`src/rtl/led_scan_pkg.sv`:
```
// Shared front-panel parameters for the lamp scanner.
// Holds the per-row dwell state encodings and the default timing constants.
package led_scan_pkg;

  // Row dwell phases: guard interval, lamps lit, lamps dark for the remainder.
  typedef enum logic [1:0] {
    StBlank = 2'd0,
    StOn    = 2'd1,
    StOff   = 2'd2
  } scan_state_e;

  localparam int unsigned DefBlankCycles = 16;
  localparam int unsigned DefOnUnit      = 128;
  localparam int unsigned NumRows        = 3;

endpackage

```
`src/rtl/led_scan.sv`:
```
// Front-panel lamp matrix scanner.
// Scans three lamp rows (0 address, 1 data, 2 status) with a PWM-style dwell per row:
// a BLANK guard interval, an ON phase of bri*ON_UNIT cycles, then OFF to the end of the dwell.
// Ports:
//   clk, reset     - system clock, asynchronous active-high reset
//   addr, dout     - 12-bit address / data words shown on rows 0 / 1
//   ema, run_led   - extended address and run lamps shown on row 2
//   brightness     - lamp intensity 0..15, sampled at the start of each row
//   lamp_test      - all lamps on at full intensity (takes effect per frame)
//   row_n          - active-low row enables, registered
//   col            - active-high column drives, registered
module led_scan
  import led_scan_pkg::*;
#(
  parameter int unsigned BLANK_CYCLES = DefBlankCycles,
  parameter int unsigned ON_UNIT      = DefOnUnit
) (
  input  logic        clk,
  input  logic        reset,
  input  logic [0:11] addr,
  input  logic [0:2]  ema,
  input  logic [0:11] dout,
  input  logic        run_led,
  input  logic [0:3]  brightness,
  input  logic        lamp_test,
  output logic [0:2]  row_n,
  output logic [0:11] col
);

  localparam int unsigned DWELL = BLANK_CYCLES + 16 * ON_UNIT;
  localparam int unsigned CW    = $clog2(DWELL);

  scan_state_e     r_state;
  logic [CW-1:0]   r_cnt;
  logic [1:0]      r_row;
  logic [0:3]      r_bri;

  // Frame snapshot; every row of a frame displays only these values.
  logic [0:11]     r_snap_addr;
  logic [0:2]      r_snap_ema;
  logic [0:11]     r_snap_dout;
  logic            r_snap_run;
  logic            r_snap_lt;

  logic            w_last;
  logic            w_frame_start;
  logic            w_lt_eff;
  logic [0:3]      w_bri_smp;
  logic [0:3]      w_bri;
  logic            w_blank_last;
  logic [CW-1:0]   w_on_last_cnt;
  logic [0:2]      w_row_sel_n;
  logic [0:11]     w_row_data;

  assign w_last        = (r_cnt == CW'(DWELL - 1));
  assign w_frame_start = (r_row == 2'd0) && (r_cnt == '0);

  // At frame start the snapshot is being loaded on this very edge, so row 0 must
  // see the incoming lamp_test rather than the previous frame's value.
  assign w_lt_eff  = w_frame_start ? lamp_test : r_snap_lt;
  assign w_bri_smp = w_lt_eff ? 4'hF : brightness;
  // Bypass keeps the BLANK exit decision correct even for a one-cycle guard.
  assign w_bri     = (r_cnt == '0) ? w_bri_smp : r_bri;

  assign w_blank_last  = (r_cnt == CW'(BLANK_CYCLES - 1));
  assign w_on_last_cnt = CW'(BLANK_CYCLES + ON_UNIT * {28'd0, r_bri} - 32'd1);

  always_comb begin
    w_row_sel_n = 3'b111;
    w_row_data  = 12'h000;
    unique case (r_row)
      2'd0: begin
        w_row_sel_n = 3'b011;
        w_row_data  = r_snap_addr;
      end
      2'd1: begin
        w_row_sel_n = 3'b101;
        w_row_data  = r_snap_dout;
      end
      2'd2: begin
        w_row_sel_n = 3'b110;
        w_row_data  = {r_snap_ema, r_snap_run, 8'b0};
      end
      default: begin
        w_row_sel_n = 3'b111;
        w_row_data  = 12'h000;
      end
    endcase
    if (r_snap_lt) begin
      w_row_data = 12'hFFF;
    end
  end

  always_ff @(posedge clk or posedge reset) begin
    if (reset) begin
      r_state     <= StBlank;
      r_cnt       <= '0;
      r_row       <= 2'd0;
      r_bri       <= 4'h0;
      r_snap_addr <= 12'h000;
      r_snap_ema  <= 3'b000;
      r_snap_dout <= 12'h000;
      r_snap_run  <= 1'b0;
      r_snap_lt   <= 1'b0;
      row_n       <= 3'b111;
      col         <= 12'h000;
    end else begin
      r_cnt <= w_last ? '0 : r_cnt + CW'(1);

      if (r_cnt == '0) begin
        r_bri <= w_bri_smp;
      end

      if (w_frame_start) begin
        r_snap_addr <= addr;
        r_snap_ema  <= ema;
        r_snap_dout <= dout;
        r_snap_run  <= run_led;
        r_snap_lt   <= lamp_test;
      end

      unique case (r_state)
        StBlank: begin
          if (w_blank_last) begin
            r_state <= (w_bri != 4'h0) ? StOn : StOff;
          end
        end
        StOn: begin
          if (r_cnt == w_on_last_cnt) begin
            r_state <= StOff;
          end
        end
        StOff: begin
          if (w_last) begin
            r_state <= StBlank;
            r_row   <= (r_row == 2'(NumRows - 1)) ? 2'd0 : r_row + 2'd1;
          end
        end
        default: r_state <= StBlank;
      endcase

      // Outputs lag the machine state by one cycle.
      row_n <= (r_state == StOn) ? w_row_sel_n : 3'b111;
      col   <= (r_state == StOn) ? w_row_data : 12'h000;
    end
  end

endmodule

```
`config.mk`:
```
export PLATFORM = sky130hd
export DESIGN_NAME = led_scan
export DESIGN_NICKNAME = d
export VERILOG_FILES = /design/src/rtl/led_scan_pkg.sv /design/src/rtl/led_scan.sv
export SDC_FILE = /design/constraint.sdc
export NUM_CORES = 1
export LEC_CHECK = 0
export ABC_AREA = 0
export CAP_MARGIN = 20
export CORE_MARGIN = 10
export CORE_UTILIZATION = 65
export DETAILED_ROUTE_END_ITERATION = 6
export DONT_BUFFER_PORTS = 1
export GPL_TIMING_DRIVEN = 0
export HOLD_SLACK_MARGIN = 0.06
export PLACE_DENSITY = 0.81
export RECOVER_POWER = 50
export SYNTH_ARGS = -nofsm -noshare
export SYNTH_HDL_FRONTEND = slang
export SYNTH_SLANG_ARGS = --single-unit
```
`constraint.sdc`:
```
create_clock -name clk -period 6.2 [get_ports clk]
set_input_delay 1.24 -clock clk [delete_from_list [all_inputs] [get_ports clk]]
set_output_delay 1.24 -clock clk [all_outputs]
set_load 0.01 [all_outputs]
```
==> metrics.md <==
| Metric | Value |
|---|---|
| Pre-CTS WS | 3.76 ns |
| Hold crit path type | reg -> reg |
| FP Rows | 24 |
| CTS tree | built |
| Area Growth Syn to Fin | 11.0% |
| Crit path arrival time | 3.39 ns |
| R2r worst-path depth | 6 |
| Startpoint Class | input port |
| DR iter-0 viols | 113 |
| Largest cells by area after synthesis | dfrtp_1 (53%), mux2_1 (8.2%), mux2_4 (5.2%), nor2_1 (4.9%), mux2i_1 (4.5%) |
| Top layer used by detailed routing | met4 |
| Adder-cell share of the synthesized area | 0.00865 |
| Crit path max fanout | 41 |
| Met3 WL | 382 um |
| Die height | 86.7 um |
| Die area | 7520 um^2 |
| Vias post-DR | 1758 |
| Hold Path Sink | r_snap_addr[0] |
| CP delay by family, top | buffers and inverters |
| Largest family of logic cells by synthesized area | multiplexers |
| First-pass GRT wire length | 8850 um |
| Number of buffers added on ports | 0 |
| Sequential fraction of the synthesis area | 0.555 |
| Status | finished, violations left |
| Synth Warn # | 0 |
| R2R setup slack | 4.07 ns |
| Post-CTS Setup Repair Bufs | 0 |
| Worst Hold Path Cells | 1 |
| Reg clk slew, reported paths | 0.07 ns |
| Vias in the first global route | 1782 |
| DP Cell Count | 291 |
| Post-detailed-routing wire length | 5560 um |
| PostCTS Resize Cnt | 0 |
| Slew Limit Fails | 42 |
| Synth unique cells | 35 |
| Fmax | 299 MHz |
| Kind of critical path | in -> async |
| P per Cell Area | 284 nW/um^2 |
| Multiplexer share of the synthesized area | 0.179 |
| Syn nets | 275 |
| Layout cells sized above 1 | 0.145 |
| Cells along the critical path | inv_1 > clkbuf_1 |
| Slowest-stage cell, CP | clkbuf_1 |
| I/O Pins | 50 |
| Clock Tree Root | clkbuf_8 |
| Worst Path Required | 6.25 ns |
| N_diodes | 0 |
| Number of filler cells placed in the layout | 286 |
| Synthesized flop and latch total | 64 |
| Sinks on Clock Net | 64 |
| Peak supply drop | 0.000253 V |
| # nets final | 287 |
| H-tree levels | 3 |
| Biggest cell delay along the critical path | 1.53 ns |
| Clk_lat worst skew | 0.35 ns |
| Setup TNS | 0 ns |
| Initial Util | 0.669 |
| Max transition margin | -0.361 |
| Vias/cell | 5.73 |
| Post-synthesis compound-gate area fraction | 0.0467 |
| Critical path endpoint category | asynchronous set/reset pin |
| Routed Antenna Nets | 0 |
| Global route overflow | 0 |
| Total power | 0.912 mW |
| Reg2reg end | r_row[0] |
| Post-Synth Simple-Gate Area | 0.142 |
| Cell Area, Synth | 2890 um^2 |
| CTS buffer count | 9 |
| Failing checks | max-capacitance violations, max-slew violations |
| RD Place Congestion | 0.771 |
| Gr usage total | 0.155 |
| Leakage power | 1.46 nW |
| Finished Layout Cells | 307 |
| FF+latch area | 1610 um^2 |
| Largest net degree at the start of global routing | 42 |
| CTS max path bufs | 2 |
| Core Region | 4320 um^2 |
| Worst R2R Start | r_cnt[0] |
| Multi-input gate area | 1200 um^2 |
| Yosys top cell area share | 0.528 |
| Actual slew at the worst max-slew pin | 2.04 ns |
| Hold_buf cts | 0 |
| Pre-antenna DRT Iters | 4 |
| XOR/XNOR share of the synthesized area | 0.0394 |
| Metal2 WL | 2630 um |
| Tcrit/Tclk final | 0.539 |
| Clock Skew | 0.00569 ns |
| Leading area contributor after synthesis | dfrtp_1 |
| Hold path startpoint | r_snap_addr[0] |
| PnR worst setup slack | 2.86 ns |
| Hold_ws | 0.493 ns |
| WL/cell | 18.1 um |
| CP Buf/Inv Count | 2 |
| Cell count after synthesis | 238 |
| Final setup viols | 0 |
| Chip Width | 86.7 um |
| Metal-1 WL | 2470 um |
| Initial antenna violation count | 0 |
| Post-detail-place hpwl | 4010 um |
| DRC violations left | 0 |
| Unrepaired setup endpoints after global routing | no |
| Avg Cell Area, Syn | 12.1 um^2 |
| Hold Vio Cnt, Final | 0 |
| Maxcap violations | 1 |
| Final min period | 3.34 ns |
## Yosys cell counts
cell type and count:
dfrtp_1 61, nor2_1 38, mux2_1 21, mux2i_1 13, nand2_1 12, mux2_4 10
xor2_1 8, nor2b_1 7, a211oi_1 6, inv_1 6, clkbuf_1 5, xnor2_1 5
a21oi_1 4, nand3_1 4, o21ai_1 4, and3_1 3, buf_4 3, dfstp_2 3
nand4_1 3, nor3_1 3, and4_1 2, buf_2 2, ha_1 2, nor4b_4 2
a211o_1 1, a21boi_1 1, a31o_1 1, a32o_1 1, and2_1 1, buf_6 1
nor4_1 1, nor4_4 1, o211ai_1 1, o21a_1 1, or4_1 1
## cells in the final DEF, fill, tap and decap left out, types with 5 or more instances in the layout
cell type,netlist,routed
mux2_4,10,10
nor2_1,38,38
a211oi_1,6,6
nor2b_1,7,7
dfrtp_1,61,61
clkbuf_1,5,7
mux2i_1,13,13
xor2_1,8,8
xnor2_1,5,5
nand2_1,12,12
mux2_1,21,21
inv_1,6,6
clkbuf_8,0,10
## layout make-up
cell class              count  share of cell area
flip-flops and latches     64               0.500
multi-input cells         157               0.374
clock buffers              10              0.0429
clock inverters             6              0.0359
well taps                  52              0.0203
plain buffers              11              0.0183
inverters                   6             0.00702
repair buffers              1             0.00117
## flip-flops by register name, summed over array words and instances (netlist names), 3 cells and up
signal,cells
col,12
r_bri,4
r_cnt,12
r_snap_addr,12
r_snap_dout,12
r_snap_ema,3
row_n,3
## how the worst max path moves through the flow
| stage | end | from | cells past startpoint |
|---|---|---|---|
| floorplan | col[0] | reset | 1 |
| global placement | r_bri[0] | reset | 1 |
| detailed placement | r_state[0] | brightness[1] | 4 |
| CTS | row_n[0] | row_n[0] | 0 |
| global route | r_bri[0] | reset | 2 |
| finish | r_snap_lt | reset | 2 |
## logic make-up (layout without fill, tap and decap cells)
kind of cell | count (synthesis) | count (layout)
simple gates | 78 | 78
flops | 64 | 64
mux | 44 | 44
compound gates | 20 | 20
buf+inv | 17 | 34
xor+xnor | 13 | 13
fa+ha+maj | 2 | 2
## metrics by stage
step	utilization	area, um^2
2_1_floorplan	-	2890
3_3_place_gp	0.684	2960
3_5_place_dp	0.688	2980
4_1_cts	0.747	3230
5_1_grt	0.742	3210
6_report	0.742	3210
## power by group
group	internal [mW]	switching [mW]
registers	0.428	0.00656
logic	0.0130	0.0159
clock network	0.280	0.168
total	0.721	0.190
## layer usage
metal / GRT usage / vias to the layer above
li1: - / 839
met1: 0.190 / 866
met2: 0.230 / 46
met3: 0.0769 / 7
met4: 0.0545 / 0
met5: 0 / -
(Power assumes the default switching activity.)
